<file path="src/rtl/secded_pkg.sv">
// secded_pkg: SEC-DED column codes, check-width derivation and out_err encodings
package secded_pkg;
  localparam logic [1:0] ERR_NONE   = 2'b00;
  localparam logic [1:0] ERR_DATA   = 2'b01;
  localparam logic [1:0] ERR_CHK    = 2'b10;
  localparam logic [1:0] ERR_UNCORR = 2'b11;
  function automatic int secded_pw(input int dw);
    return $clog2(1 + dw + $clog2(1 + dw)) + 1;
  endfunction
  function automatic int secded_col(input int i, input int pw);
    int n;
    int low;
    n = i + 1;
    low = n + $clog2(1 + n + $clog2(1 + n));
    low = low & ((1 << (pw - 1)) - 1);
    return low | (int'(~^low) << (pw - 1));
  endfunction
endpackage

</file>
<file path="src/rtl/secded_chk_gen.sv">
// secded_chk_gen: combinational check-bit generator (i_data DW in, o_chk PW out)
module secded_chk_gen
  import secded_pkg::*;
#(
  parameter int DW = 32,
  parameter int PW = secded_pw(DW)
) (
  input  logic [DW-1:0] i_data,
  output logic [PW-1:0] o_chk
);
  logic [PW-1:0] w_col [DW];
  for (genvar i = 0; i < DW; i++) begin : g_col
    assign w_col[i] = PW'(secded_col(i, PW));
  end
  always_comb begin
    o_chk = '0;
    for (int k = 0; k < DW; k++) o_chk = o_chk ^ ({PW{i_data[k]}} & w_col[k]);
  end
endmodule

</file>
<file path="src/rtl/secded_dec_pipe.sv">
// secded_dec_pipe: 2-stage SEC-DED decoder; in_* / out_* valid-ready streams, clr_cnt + saturating cnt_corr/cnt_uncorr, sticky irq_uncorr; SECDED_ERR_LOG_EN adds log_valid/log_tag/log_syn
module secded_dec_pipe
  import secded_pkg::*;
#(
  parameter int DW    = 32,
  parameter int PW    = secded_pw(DW),
  parameter int TW    = 4,
  parameter int CNT_W = 16
) (
  input  logic             clk,
  input  logic             rst,
  input  logic             in_valid,
  output logic             in_ready,
  input  logic [DW-1:0]    in_data,
  input  logic [PW-1:0]    in_check,
  input  logic [TW-1:0]    in_tag,
  output logic             out_valid,
  input  logic             out_ready,
  output logic [DW-1:0]    out_data,
  output logic [TW-1:0]    out_tag,
  output logic [1:0]       out_err,
  output logic [PW-1:0]    out_syn,
  input  logic             clr_cnt,
  output logic [CNT_W-1:0] cnt_corr,
  output logic [CNT_W-1:0] cnt_uncorr,
  output logic             irq_uncorr
`ifdef SECDED_ERR_LOG_EN
  ,
  output logic             log_valid,
  output logic [TW-1:0]    log_tag,
  output logic [PW-1:0]    log_syn
`endif
);
  logic [PW-1:0] w_chk;
  logic [PW-1:0] w_col [DW];
  logic [DW-1:0] w_flip;
  logic [1:0] w_err;
  logic w_s1_en, w_s2_en, w_hs, w_corr, w_uncorr;
  logic r_s1_vld, r_s2_vld, r_irq;
  logic [DW-1:0] r_s1_data, r_s2_data;
  logic [PW-1:0] r_s1_syn, r_s2_syn;
  logic [TW-1:0] r_s1_tag, r_s2_tag;
  logic [1:0] r_s2_err;
  logic [CNT_W-1:0] r_cnt_corr, r_cnt_uncorr;
  secded_chk_gen #(.DW(DW), .PW(PW)) u_chk (.i_data(in_data), .o_chk(w_chk));
  for (genvar i = 0; i < DW; i++) begin : g_match
    assign w_col[i]  = PW'(secded_col(i, PW));
    assign w_flip[i] = r_s1_syn == w_col[i];
  end
  assign w_err = ~|r_s1_syn ? ERR_NONE : |w_flip ? ERR_DATA : $onehot(r_s1_syn) ? ERR_CHK : ERR_UNCORR;
  assign w_s2_en  = ~r_s2_vld | out_ready;
  assign w_s1_en  = ~r_s1_vld | w_s2_en;
  assign in_ready = w_s1_en;
  assign w_hs     = r_s2_vld & out_ready;
  assign w_corr   = w_hs & (r_s2_err == ERR_DATA || r_s2_err == ERR_CHK);
  assign w_uncorr = w_hs & (r_s2_err == ERR_UNCORR);
  always_ff @(posedge clk or posedge rst) begin
    if (rst) begin
      r_s1_vld  <= 1'b0;
      r_s1_data <= '0;
      r_s1_syn  <= '0;
      r_s1_tag  <= '0;
    end else if (w_s1_en) begin
      r_s1_vld <= in_valid;
      if (in_valid) begin
        r_s1_data <= in_data;
        r_s1_syn  <= w_chk ^ in_check;
        r_s1_tag  <= in_tag;
      end
    end
  end
  always_ff @(posedge clk or posedge rst) begin
    if (rst) begin
      r_s2_vld  <= 1'b0;
      r_s2_data <= '0;
      r_s2_err  <= ERR_NONE;
      r_s2_syn  <= '0;
      r_s2_tag  <= '0;
    end else if (w_s2_en) begin
      r_s2_vld <= r_s1_vld;
      if (r_s1_vld) begin
        r_s2_data <= r_s1_data ^ w_flip;
        r_s2_err  <= w_err;
        r_s2_syn  <= r_s1_syn;
        r_s2_tag  <= r_s1_tag;
      end
    end
  end
  always_ff @(posedge clk or posedge rst) begin
    if (rst) begin
      r_cnt_corr   <= '0;
      r_cnt_uncorr <= '0;
      r_irq        <= 1'b0;
    end else if (clr_cnt) begin
      r_cnt_corr   <= '0;
      r_cnt_uncorr <= '0;
      r_irq        <= 1'b0;
    end else begin
      if (w_corr && !(&r_cnt_corr)) r_cnt_corr <= r_cnt_corr + 1'b1;
      if (w_uncorr && !(&r_cnt_uncorr)) r_cnt_uncorr <= r_cnt_uncorr + 1'b1;
      if (w_uncorr) r_irq <= 1'b1;
    end
  end
`ifdef SECDED_ERR_LOG_EN
  logic r_log_vld;
  logic [TW-1:0] r_log_tag;
  logic [PW-1:0] r_log_syn;
  always_ff @(posedge clk or posedge rst) begin
    if (rst || clr_cnt) begin
      r_log_vld <= 1'b0;
      r_log_tag <= '0;
      r_log_syn <= '0;
    end else if (w_uncorr && !r_log_vld) begin
      r_log_vld <= 1'b1;
      r_log_tag <= r_s2_tag;
      r_log_syn <= r_s2_syn;
    end
  end
  assign log_valid = r_log_vld;
  assign log_tag   = r_log_tag;
  assign log_syn   = r_log_syn;
`endif
  assign out_valid  = r_s2_vld;
  assign out_data   = r_s2_data;
  assign out_err    = r_s2_err;
  assign out_syn    = r_s2_syn;
  assign out_tag    = r_s2_tag;
  assign cnt_corr   = r_cnt_corr;
  assign cnt_uncorr = r_cnt_uncorr;
  assign irq_uncorr = r_irq;
endmodule

</file>
<file path="config.mk">
export PLATFORM = sky130hd
export DESIGN_NAME = secded_dec_pipe
export DESIGN_NICKNAME = d
export VERILOG_FILES = /design/src/rtl/secded_pkg.sv /design/src/rtl/secded_chk_gen.sv /design/src/rtl/secded_dec_pipe.sv
export SDC_FILE = /design/constraint.sdc
export NUM_CORES = 1
export LEC_CHECK = 0
export BUFFER_PORTS_ARGS = -buffer_cell sky130_fd_sc_hd__buf_4
export CAP_MARGIN = 15
export CORE_ASPECT_RATIO = 1.2
export CORE_MARGIN = 2
export CORE_UTILIZATION = 62
export CTS_BUF_LIST = sky130_fd_sc_hd__clkbuf_2 sky130_fd_sc_hd__clkbuf_4 sky130_fd_sc_hd__clkbuf_8
export CTS_CLUSTER_DIAMETER = 150
export DETAILED_ROUTE_END_ITERATION = 10
export PLACE_DENSITY = 0.94
export SLEW_MARGIN = 40
export SYNTH_ARGS = -nofsm -noshare
export SYNTH_HDL_FRONTEND = slang
export SYNTH_SLANG_ARGS = --single-unit
</file>
<file path="constraint.sdc">
create_clock -name clk -period 6.3 [get_ports clk]
set_clock_uncertainty 0.15 [all_clocks]
set_input_delay 0.315 -clock clk [delete_from_list [all_inputs] [get_ports clk]]
set_output_delay 0.315 -clock clk [all_outputs]
set_load 0.03 [all_outputs]
</file>
==> metrics <==
Routed Antenna Nets 0; Max VDD drop between 0.2 and 0.25 mV; CTS tree done; origin of the worst setup path r_s1_syn[3]$_DFFE_PP0P_; Post-Route WL around 18000 µm; Arr. time, crit path 4.18 ns; Layout Cells excl Fill about 950; critical path capture point type register; nets@finish just under 900; Die ar. between 10000 and 15000 µm²; clk_lat worst skew 0.44 ns; # Max-Cap Violations 0; drt pass-1 iters 5; Rows between 40 and 50; largest net degree at the start of global routing 67; WL/cell 18.6 µm; Starting Density 63.4%; Tmin final 4.01 ns; critical path class reg2reg; Worst Hold Class in2reg; die width roughly 99 µm; initial antenna violation count 0; worst reg-to-reg setup slack between 2 and 2.5 ns; routing usage on met2 54.0%; Pins Over Slew Limit 0; period utilization 63.6%; most frequent cells in the layout buf_4, dfrtp_1, nand2_1, xnor2_1, xor2_1; Root Buffer Master clkbuf_8; largest fanout on the critical path 22; routed vias approximately 5500; Port Buf Inserts 127; final hold violations 0; max_slew headroom 44.2%; syn_nets 714; fraction of layout cells with a size suffix above 1 around a quarter; Synth warnings 0; Power Density 358 nW/µm²; GR peak layer met2; Cell Area, Placed about 7700 µm²; htree depth 4; core box area 10500 µm²; post-route setup TNS 0 ns; total global-route track usage 31.9%; fmax ~250 MHz; GRT met3 Usage 7.30%; met1 usage 38.3%; crit path to out_err[0]$_DFFE_PP0P_; Worst R2R End out_err[0]$_DFFE_PP0P_; Leakage 3.68 nW; critical path launch point type register; number of global-route vias before repair 5812; reg2reg path depth 10; global-route wire length before repair 29300 µm; RSZ-0062 raised after global routing no; Setup violations, final 0; DRC viols 0; total CTS buffers 17; RR Startpoint r_s1_syn[3]$_DFFE_PP0P_; Critical Path RT 6.48 ns; GR Overflow Total 0; synthesis-stage register bit count between 100 and 150; Iter 0 DRT Violations 395; Post-synth EDFFs 0; routability congestion estimate 0.940; detailed-placement wirelength estimate 12000 µm; commonest non-fill, non-tap cell in the layout buf_4; Synth Instances 655; clock tree buffer depth 2; Distinct cells, synth between 50 and 60; cell area after layout roughly 8400 µm²; Antenna diodes 0; Resized cells post-CTS 0; Worst-path clk slew 0.08 ns; Async SR Flop Fraction 100%; main flop type after synthesis dfrtp_1; outcome completed; Die H roughly 120 µm; Slew @ Worst Pin 0.835 ns; Area growth syn-to-layout 26.5%; Mean Syn Cell Area 10.2 µm²; Clock Sinks 123; post-synthesis cell area 6670 µm²; Ports around 130; DP Cell Count 880; post-synthesis sequential area ratio 46.1%; vias per std cell just under 6
[flip-flops by register name, summed over array words and instances, names as in the netlist]
name and flops:
out_data 32, out_tag 4, cnt_uncorr 16, r_s1_vld 1, r_s1_syn 7, out_syn 7
r_s1_tag 4, out_valid 1, cnt_corr 16, r_s1_data 32, out_err 2, irq_uncorr 1
[where the power goes]
group          switching, W  internal [W]  total (W)  leakage (nW)
clock network      0.000318      0.000385   0.000703         0.197
logic              0.000731      0.000493    0.00122          1.94
registers          0.000165      0.000933    0.00110          1.54
[area by class of cell]
| cell class | count | area, µm² |
|---|---|---|
| Sequential cell | 123 | 3080 |
| Clock buffer | 21 | 283 |
| Fill cell | 608 | 2080 |
| Tap cell | 129 | 161 |
| Multi-Input combinational cell | 482 | 3400 |
| Timing Repair Buffer | 166 | 1340 |
| Clock inverter | 11 | 119 |
| Inverter | 16 | 62.6 |
[critical path, cell delays in order (launching register included)]
cell,delay [ns]
dfrtp_1,0.80
inv_1,0.19
fa_1,0.56
fa_1,0.45
fa_1,0.38
inv_1,0.09
fa_1,0.39
or3_1,0.37
a311oi_1,0.24
a21oi_1,0.10
a21o_1,0.16
[how the worst min path moves through the flow]
stage / from / to / cells past startpoint
global placement: r_s1_tag[1]$_DFFE_PP0P_ / out_tag[1]$_DFFE_PP0P_ / 2
detailed placement: r_s1_tag[1]$_DFFE_PP0P_ / out_tag[1]$_DFFE_PP0P_ / 2
global route: in_data[12] / r_s1_data[12]$_DFFE_PP0P_ / 2
floorplan: in_valid / r_s1_vld$_DFFE_PP0N_ / 1
finish: in_data[12] / r_s1_data[12]$_DFFE_PP0P_ / 2
CTS: in_data[12] / r_s1_data[12]$_DFFE_PP0P_ / 2
[per-layer routing]
metal,share of wire [%],vias up
met1,38,2688
met3,6.6,58
li1,-,2534
met2,51,262
met4,4.0,0
met5,0,-
[repair_timing]
action / in CTS / in global routing
buffers inserted: 0 / 0
hold buffers: 36 / 0
hold endpoints to repair: 92 / 0
endpoints found under the setup margin: 0 / 0
[Yosys cell counts (4+ instances only)]
cell | number | share of area, %
or3_1 | 6 | 0.56
mux2_2 | 40 | 6.8
dfrtp_1 | 123 | 46
o21ai_0 | 51 | 3.8
a21oi_1 | 9 | 0.68
buf_2 | 5 | 0.38
clkbuf_1 | 24 | 1.4
nor4_1 | 5 | 0.47
xor2_1 | 56 | 7.4
ha_1 | 7 | 1.3
nor2b_1 | 8 | 0.75
and3_1 | 5 | 0.47
fa_1 | 4 | 1.2
inv_1 | 16 | 0.90
nand3_1 | 25 | 1.9
nand2_1 | 80 | 4.5
nand2b_1 | 4 | 0.38
nor3_1 | 8 | 0.60
xnor2_1 | 77 | 10
nand4_1 | 24 | 2.3
nor2_1 | 30 | 1.7
[metrics by stage]
step                      power, W  hold WS, ns  setup slack (ns)  util, %
after floorplan            0.00192        0.273              2.56        -
after global placement     0.00224        0.292              2.46     72.9
after detailed placement   0.00229        0.309              2.38     73.0
after CTS                  0.00300      0.00498              2.36     80.2
after global routing       0.00318       0.0280              2.05     80.3
final                      0.00302       0.0440              2.29     80.3
[logic make-up after synthesis]
| logic type | Yosys count | synth area share, % |
|---|---|---|
| buffers and inverters | 50 | 3.08 |
| adders and majority gates | 11 | 2.51 |
| DFF | 123 | 46.1 |
| muxes | 43 | 7.20 |
| AOI/OAI and AO/OA | 79 | 7.33 |
| xor gates and xnor gates | 133 | 17.5 |
| and+or+nand+nor | 216 | 16.3 |
Note: power is estimated with default switching activity, not from simulation.
